## src/rtl/radial_zone_cfg_writer.sv

```systemverilog
`default_nettype none
// =============================================================================
// Module      : radial_zone_cfg_writer
// Description : Shadow/active register bank for the radial confidence/depth
//               filter. Host writes land in a shadow bank; a commit copies the
//               whole shadow bank to the active outputs in a single edge.
// Revision    : 1.0 - initial release
// =============================================================================
module radial_zone_cfg_writer #(
    parameter int NO_ZONES      = 1,
    parameter bit SYNC_TO_FRAME = 1'b1
) (
    input  logic                     clk_i,
    input  logic                     rst_i,
    input  logic                     wr_valid_i,
    output logic                     wr_ready_o,
    input  logic [7:0]               wr_addr_i,
    input  logic [17:0]              wr_data_i,
    input  logic                     frame_start_i,
    output logic [16*NO_ZONES-1:0]   c_o,
    output logic [16*NO_ZONES-1:0]   z_o,
    output logic [18*NO_ZONES-1:0]   r_squared_o,
    output logic [15:0]              col_center_o,
    output logic [15:0]              row_center_o,
    output logic                     pending_o,
    output logic                     err_o
);

    localparam logic [5:0]  c_zone_cnt    = 6'(NO_ZONES);
    localparam logic [15:0] c_z_rst       = 16'h7BFF;   // largest finite fp16
    localparam logic [7:0]  c_addr_col    = 8'hF0;
    localparam logic [7:0]  c_addr_row    = 8'hF1;
    localparam logic [7:0]  c_addr_commit = 8'hFF;

    typedef enum logic [0:0] {
        ST_IDLE    = 1'b0,
        ST_PENDING = 1'b1
    } state_t;

    state_t state_q, state_d;

    logic wr_fire_w;
    logic zone_hit_w;
    logic mapped_w;
    logic commit_w;
    logic swap_w;
    logic err_q;

    logic [15:0] col_sh_q, row_sh_q;
    logic [15:0] col_act_q, row_act_q;

    // Acceptance depends only on the state register, so no loop through wr_ready_o.
    assign wr_fire_w  = wr_valid_i && (state_q == ST_IDLE);
    assign zone_hit_w = (wr_addr_i[1:0] != 2'b11) && (wr_addr_i[7:2] < c_zone_cnt);
    assign mapped_w   = zone_hit_w || (wr_addr_i == c_addr_col) ||
                        (wr_addr_i == c_addr_row) || (wr_addr_i == c_addr_commit);
    assign commit_w   = wr_fire_w && (wr_addr_i == c_addr_commit);

    // State register.
    always_ff @(posedge clk_i or negedge rst_i) begin
        if (!rst_i) begin
            state_q <= ST_IDLE;
        end else begin
            state_q <= state_d;
        end
    end

    // Next state, handshake and swap strobe; a frame pulse in the commit cycle is
    // seen while still IDLE and therefore ignored.
    always_comb begin
        state_d    = state_q;
        wr_ready_o = 1'b0;
        pending_o  = 1'b0;
        swap_w     = 1'b0;
        case (state_q)
            ST_IDLE: begin
                wr_ready_o = 1'b1;
                if (commit_w) begin
                    state_d = ST_PENDING;
                end
            end
            ST_PENDING: begin
                pending_o = 1'b1;
                if (frame_start_i || !SYNC_TO_FRAME) begin
                    swap_w  = 1'b1;
                    state_d = ST_IDLE;
                end
            end
            default: state_d = ST_IDLE;
        endcase
    end

    // One-cycle error pulse for an accepted write to an unmapped address.
    always_ff @(posedge clk_i or negedge rst_i) begin
        if (!rst_i) begin
            err_q <= 1'b0;
        end else begin
            err_q <= wr_fire_w && !mapped_w;
        end
    end

    assign err_o = err_q;

    // Center shadow registers.
    always_ff @(posedge clk_i or negedge rst_i) begin
        if (!rst_i) begin
            col_sh_q <= '0;
            row_sh_q <= '0;
        end else if (wr_fire_w) begin
            if (wr_addr_i == c_addr_col) col_sh_q <= wr_data_i[15:0];
            if (wr_addr_i == c_addr_row) row_sh_q <= wr_data_i[15:0];
        end
    end

    // Center active registers, loaded together with every zone field.
    always_ff @(posedge clk_i or negedge rst_i) begin
        if (!rst_i) begin
            col_act_q <= '0;
            row_act_q <= '0;
        end else if (swap_w) begin
            col_act_q <= col_sh_q;
            row_act_q <= row_sh_q;
        end
    end

    assign col_center_o = col_act_q;
    assign row_center_o = row_act_q;

    for (genvar k = 0; k < NO_ZONES; k++) begin : g_zone
        logic [15:0] c_sh_q, z_sh_q, c_act_q, z_act_q;
        logic [17:0] r_sh_q, r_act_q;
        logic        sel_w;

        assign sel_w = wr_fire_w && (wr_addr_i[7:2] == 6'(k));

        // Zone shadow fields; field 3 of each zone is reserved and ignored.
        always_ff @(posedge clk_i or negedge rst_i) begin
            if (!rst_i) begin
                c_sh_q <= '0;
                z_sh_q <= c_z_rst;
                r_sh_q <= '0;
            end else if (sel_w) begin
                case (wr_addr_i[1:0])
                    2'd0:    c_sh_q <= wr_data_i[15:0];
                    2'd1:    z_sh_q <= wr_data_i[15:0];
                    2'd2:    r_sh_q <= wr_data_i;
                    default: ;
                endcase
            end
        end

        // Zone active fields; shadow is kept so untouched fields re-send unchanged.
        always_ff @(posedge clk_i or negedge rst_i) begin
            if (!rst_i) begin
                c_act_q <= '0;
                z_act_q <= c_z_rst;
                r_act_q <= '0;
            end else if (swap_w) begin
                c_act_q <= c_sh_q;
                z_act_q <= z_sh_q;
                r_act_q <= r_sh_q;
            end
        end

        assign c_o[16*k +: 16]         = c_act_q;
        assign z_o[16*k +: 16]         = z_act_q;
        assign r_squared_o[18*k +: 18] = r_act_q;
    end

endmodule
`default_nettype wire

```

## config.mk

```make
export PLATFORM = sky130hd
export DESIGN_NAME = radial_zone_cfg_writer
export DESIGN_NICKNAME = d
export VERILOG_FILES = /design/src/rtl/radial_zone_cfg_writer.sv
export SDC_FILE = /design/constraint.sdc
export NUM_CORES = 1
export LEC_CHECK = 0
export ABC_AREA = 1
export CORE_MARGIN = 4
export CORE_UTILIZATION = 40
export CTS_CLUSTER_SIZE = 20
export DETAILED_ROUTE_END_ITERATION = 7
export DONT_BUFFER_PORTS = 1
export GPL_ROUTABILITY_DRIVEN = 0
export GPL_TIMING_DRIVEN = 0
export HOLD_SLACK_MARGIN = 0.15
export PLACE_DENSITY = 0.62
export SYNTH_ARGS = -nofsm -noshare
export SYNTH_HDL_FRONTEND = slang
export SYNTH_SLANG_ARGS = --single-unit
export TNS_END_PERCENT = 100
```

## constraint.sdc

```tcl
create_clock -name clk_i -period 2.4 [get_ports clk_i]
set_input_delay 0.24 -clock clk_i [delete_from_list [all_inputs] [get_ports clk_i]]
set_output_delay 0.24 -clock clk_i [all_outputs]
set_load 0.05 [all_outputs]
```

==> reports/results.txt <==
static leakage -> 4.04 nW
CP Cell Sequence -> dlygate4sd3_1 -> nand2_1 -> dlygate4sd3_1 -> nor2_4 -> nand2_1 -> o22ai_1 -> dlygate4sd3_1
Syn Inst Count -> 567
Num CTS Buffers -> 17
final max-slew violation count -> 0
clk sinks -> 166
fmax -> 0.460 GHz
DIE AREA -> 18600 um2
max-cap violations -> 0
# DRC -> 0
Hold Slack -> -0.488 ns
P per Cell Area -> 798 nW/um2
unrepaired setup endpoints after global routing -> false
height of the die -> 136 um
CP Launch Type -> input port
Final Non-Filler Cells -> 847
Largest stage delay, worst path -> 0.59 ns
IO Count -> 115
CTS root buffer -> clkbuf_16
Slowest cell on crit path -> dlygate4sd3_1
Relative slew margins -> 0.629
via count -> 4367
crit path capture type -> flop
CP dominant cell by count -> dlygate4sd3_1
Seq cells post-synth -> 166
Seq/Total Area, Yosys -> 0.637
Hold Path Class -> in2async
CTS clk-pin slew, worst paths -> 0.06 ns
vias in the first global route -> 4535
Buf+Inv Stages, Crit Path -> 3
dpl hpwl -> 11300 um
global route overflow -> 0
Critical Path Fanout Max -> 9
Starting DRT DRC Count -> 235
status -> complete, but fails checks
FP Rows -> 46
critical path arrival -> 2.53 ns
CP required -> 2.76 ns
post-synth net total -> 597
core area -> 16000 um2
Synth warnings -> 0
antenna-violating nets left -> 0
worst slew pin tran -> 0.556 ns
layout cells sized above 1 -> 0.293
Clock Skew -> 0.00865 ns
Clk Latency, worst-skew pair -> 0.42 ns
Syn Area/Cell -> 11.6 um2
# diodes -> 0
CTS tree -> done
fin crit share -> 0.906
CP delay by family, top -> buffers and inverters
Netlist Area Pre-Place -> 6580 um2
Setup CP Type -> in2reg
Final min period -> 2.18 ns
Fin. Hold Viols -> 166
die width -> 136 um
VDD IR max -> 0.509 mV
register area -> 4190 um2
first-pass GRT wire length -> 26100 um
maximum buffer depth of the clock tree -> 2
largest cells by area after synthesis -> dfrtp_1 (52%), mux2_2 (14%), nand2_1 (12%), dfstp_2 (11%), nand4_1 (3.1%)
Synth-to-Final Area Change -> 19.5%
setup violators final -> 0
leading area contributor after synthesis -> dfrtp_1
drt total wl -> 16700 um
# fillers -> 1474
largest net degree at the start of global routing -> 167
Post-Route Setup TNS -> 0 ns
Post-CTS Hold Fix Bufs -> 32
Port Buffers -> 0
drt pass-1 iters -> 4
Starting Density -> 0.411
Synth cell types -> 21
drt via density -> 5.16
DR WL/cell -> 19.7 um
placed insts -> 783
H-tree depth -> 4
Yosys top cell area share -> 0.525
initial antenna violation count -> 1
area occupied by multi-input gates -> 2210 um2
fin nets -> 648
failing checks -> hold timing
GRT Util Overall -> 0.188
[metrics by stage]
stage	util	cell area, um2	hold slack [ns]	worst slack [ns]	power (mW)
floorplan	-	6580	-0.0556	0.697	3.08
global placement	0.428	6850	-0.0514	0.377	3.11
detailed placement	0.428	6850	-0.0518	0.342	3.12
CTS	0.491	7860	-0.508	0.289	6.35
global route	0.491	7860	-0.514	0.156	6.49
finish	0.491	7860	-0.488	0.225	6.27
[path summary, 6_finish.rpt]
kind / from / end / slack (ns) / cells past startpoint
max: wr_addr_i[7] / state_q / 0.22 / 7
min: rst_i / g_zone[0].r_sh_q[7] / -0.49 / 0
max reg2reg: state_q / g_zone[0].r_sh_q[11] / 0.32 / 7
min reg2reg: g_zone[0].z_sh_q[11] / g_zone[0].z_sh_q[11] / 0.46 / 2
max in group asynchronous: rst_i / g_zone[0].z_sh_q[6] / 2.62 / 0
min in group clk_i: wr_addr_i[2] / err_o / 0.17 / 5
[area by class of cell]
class,count,area share
clock inverter,10,0.0275
inverter,6,0.00302
clock buffer,22,0.0603
tap,216,0.0344
sequential,166,0.533
timing repair buffer,32,0.0407
multi-input combinational,369,0.281
buffer,26,0.0205
[worst reg2reg max path, delay by kind of cell, from the launching register on]
| family | cells | cell delay (ns) |
|---|---|---|
| simple gates | 5 | 0.81 |
| flops | 1 | 0.59 |
| buf+inv | 2 | 0.57 |
[what timing repair did]
| action | in CTS | in global routing |
|---|---|---|
| endpoints found under the hold margin | 250 | 166 |
| buffers inserted | 0 | 0 |
| endpoints found under the setup margin | 0 | 0 |
| resized for setup | 0 | 0 |
[power breakdown]
part,internal [mW],switching [mW]
clock network,2.05,1.08
registers,2.88,0.0682
logic,0.0772,0.123
total,5.00,1.27
[metal layers]
layer | track usage | vias to the layer above | wire [um]
met5 | 0 | - | 12
met4 | 0.0454 | 2 | 180
met3 | 0.0751 | 20 | 1490
met2 | 0.300 | 148 | 8120
met1 | 0.240 | 2207 | 6890
li1 | - | 1990 | -
[placed cells by master (no fill, tap or decap), types with 4 or more instances in the layout]
master         netlist  routed
mux2_2              82      82
buf_2               18      18
nand2_1            209     209
nor2_4               7       7
clkbuf_16            0      17
nand2_2              4       4
dfrtp_1            138     138
dlygate4sd3_1        0      32
buf_6                5       5
nor2_1               7       7
inv_2                4       4
bufinv_16            0       6
dfstp_2             28      28
nand4_1             33      33
nand3_1             21      21
[cells by family after synthesis]
logic type      share of synthesized area
flops                               0.637
compound gates                   0.000951
simple gates                        0.194
mux                                 0.140
buf+inv                            0.0281
[synthesized netlist by cell type]
cell	n
nor2_1	7
inv_1	1
mux2_2	82
nor2_4	7
nor2_2	2
nand3_4	1
buf_2	18
buf_6	5
nand2_4	1
buf_4	1
o22ai_1	1
nand3_2	1
clkinv_2	1
dfrtp_1	138
nand2_2	4
inv_2	4
nand2_1	209
nand4_1	33
nand3_1	21
buf_1	2
dfstp_2	28
[sequential cells by signal, indices dropped and copies added, names as in the netlist]
signal         flops
col_sh_q          16
g_zone.z_sh_q     16
z_o               16
g_zone.r_sh_q     18
row_sh_q          16
c_o               16
r_squared_o       18
g_zone.c_sh_q     16
col_center_o      16
err_o              1
row_center_o      16
state_q            1
No activity file was read; power rests on OpenSTA's default activity.
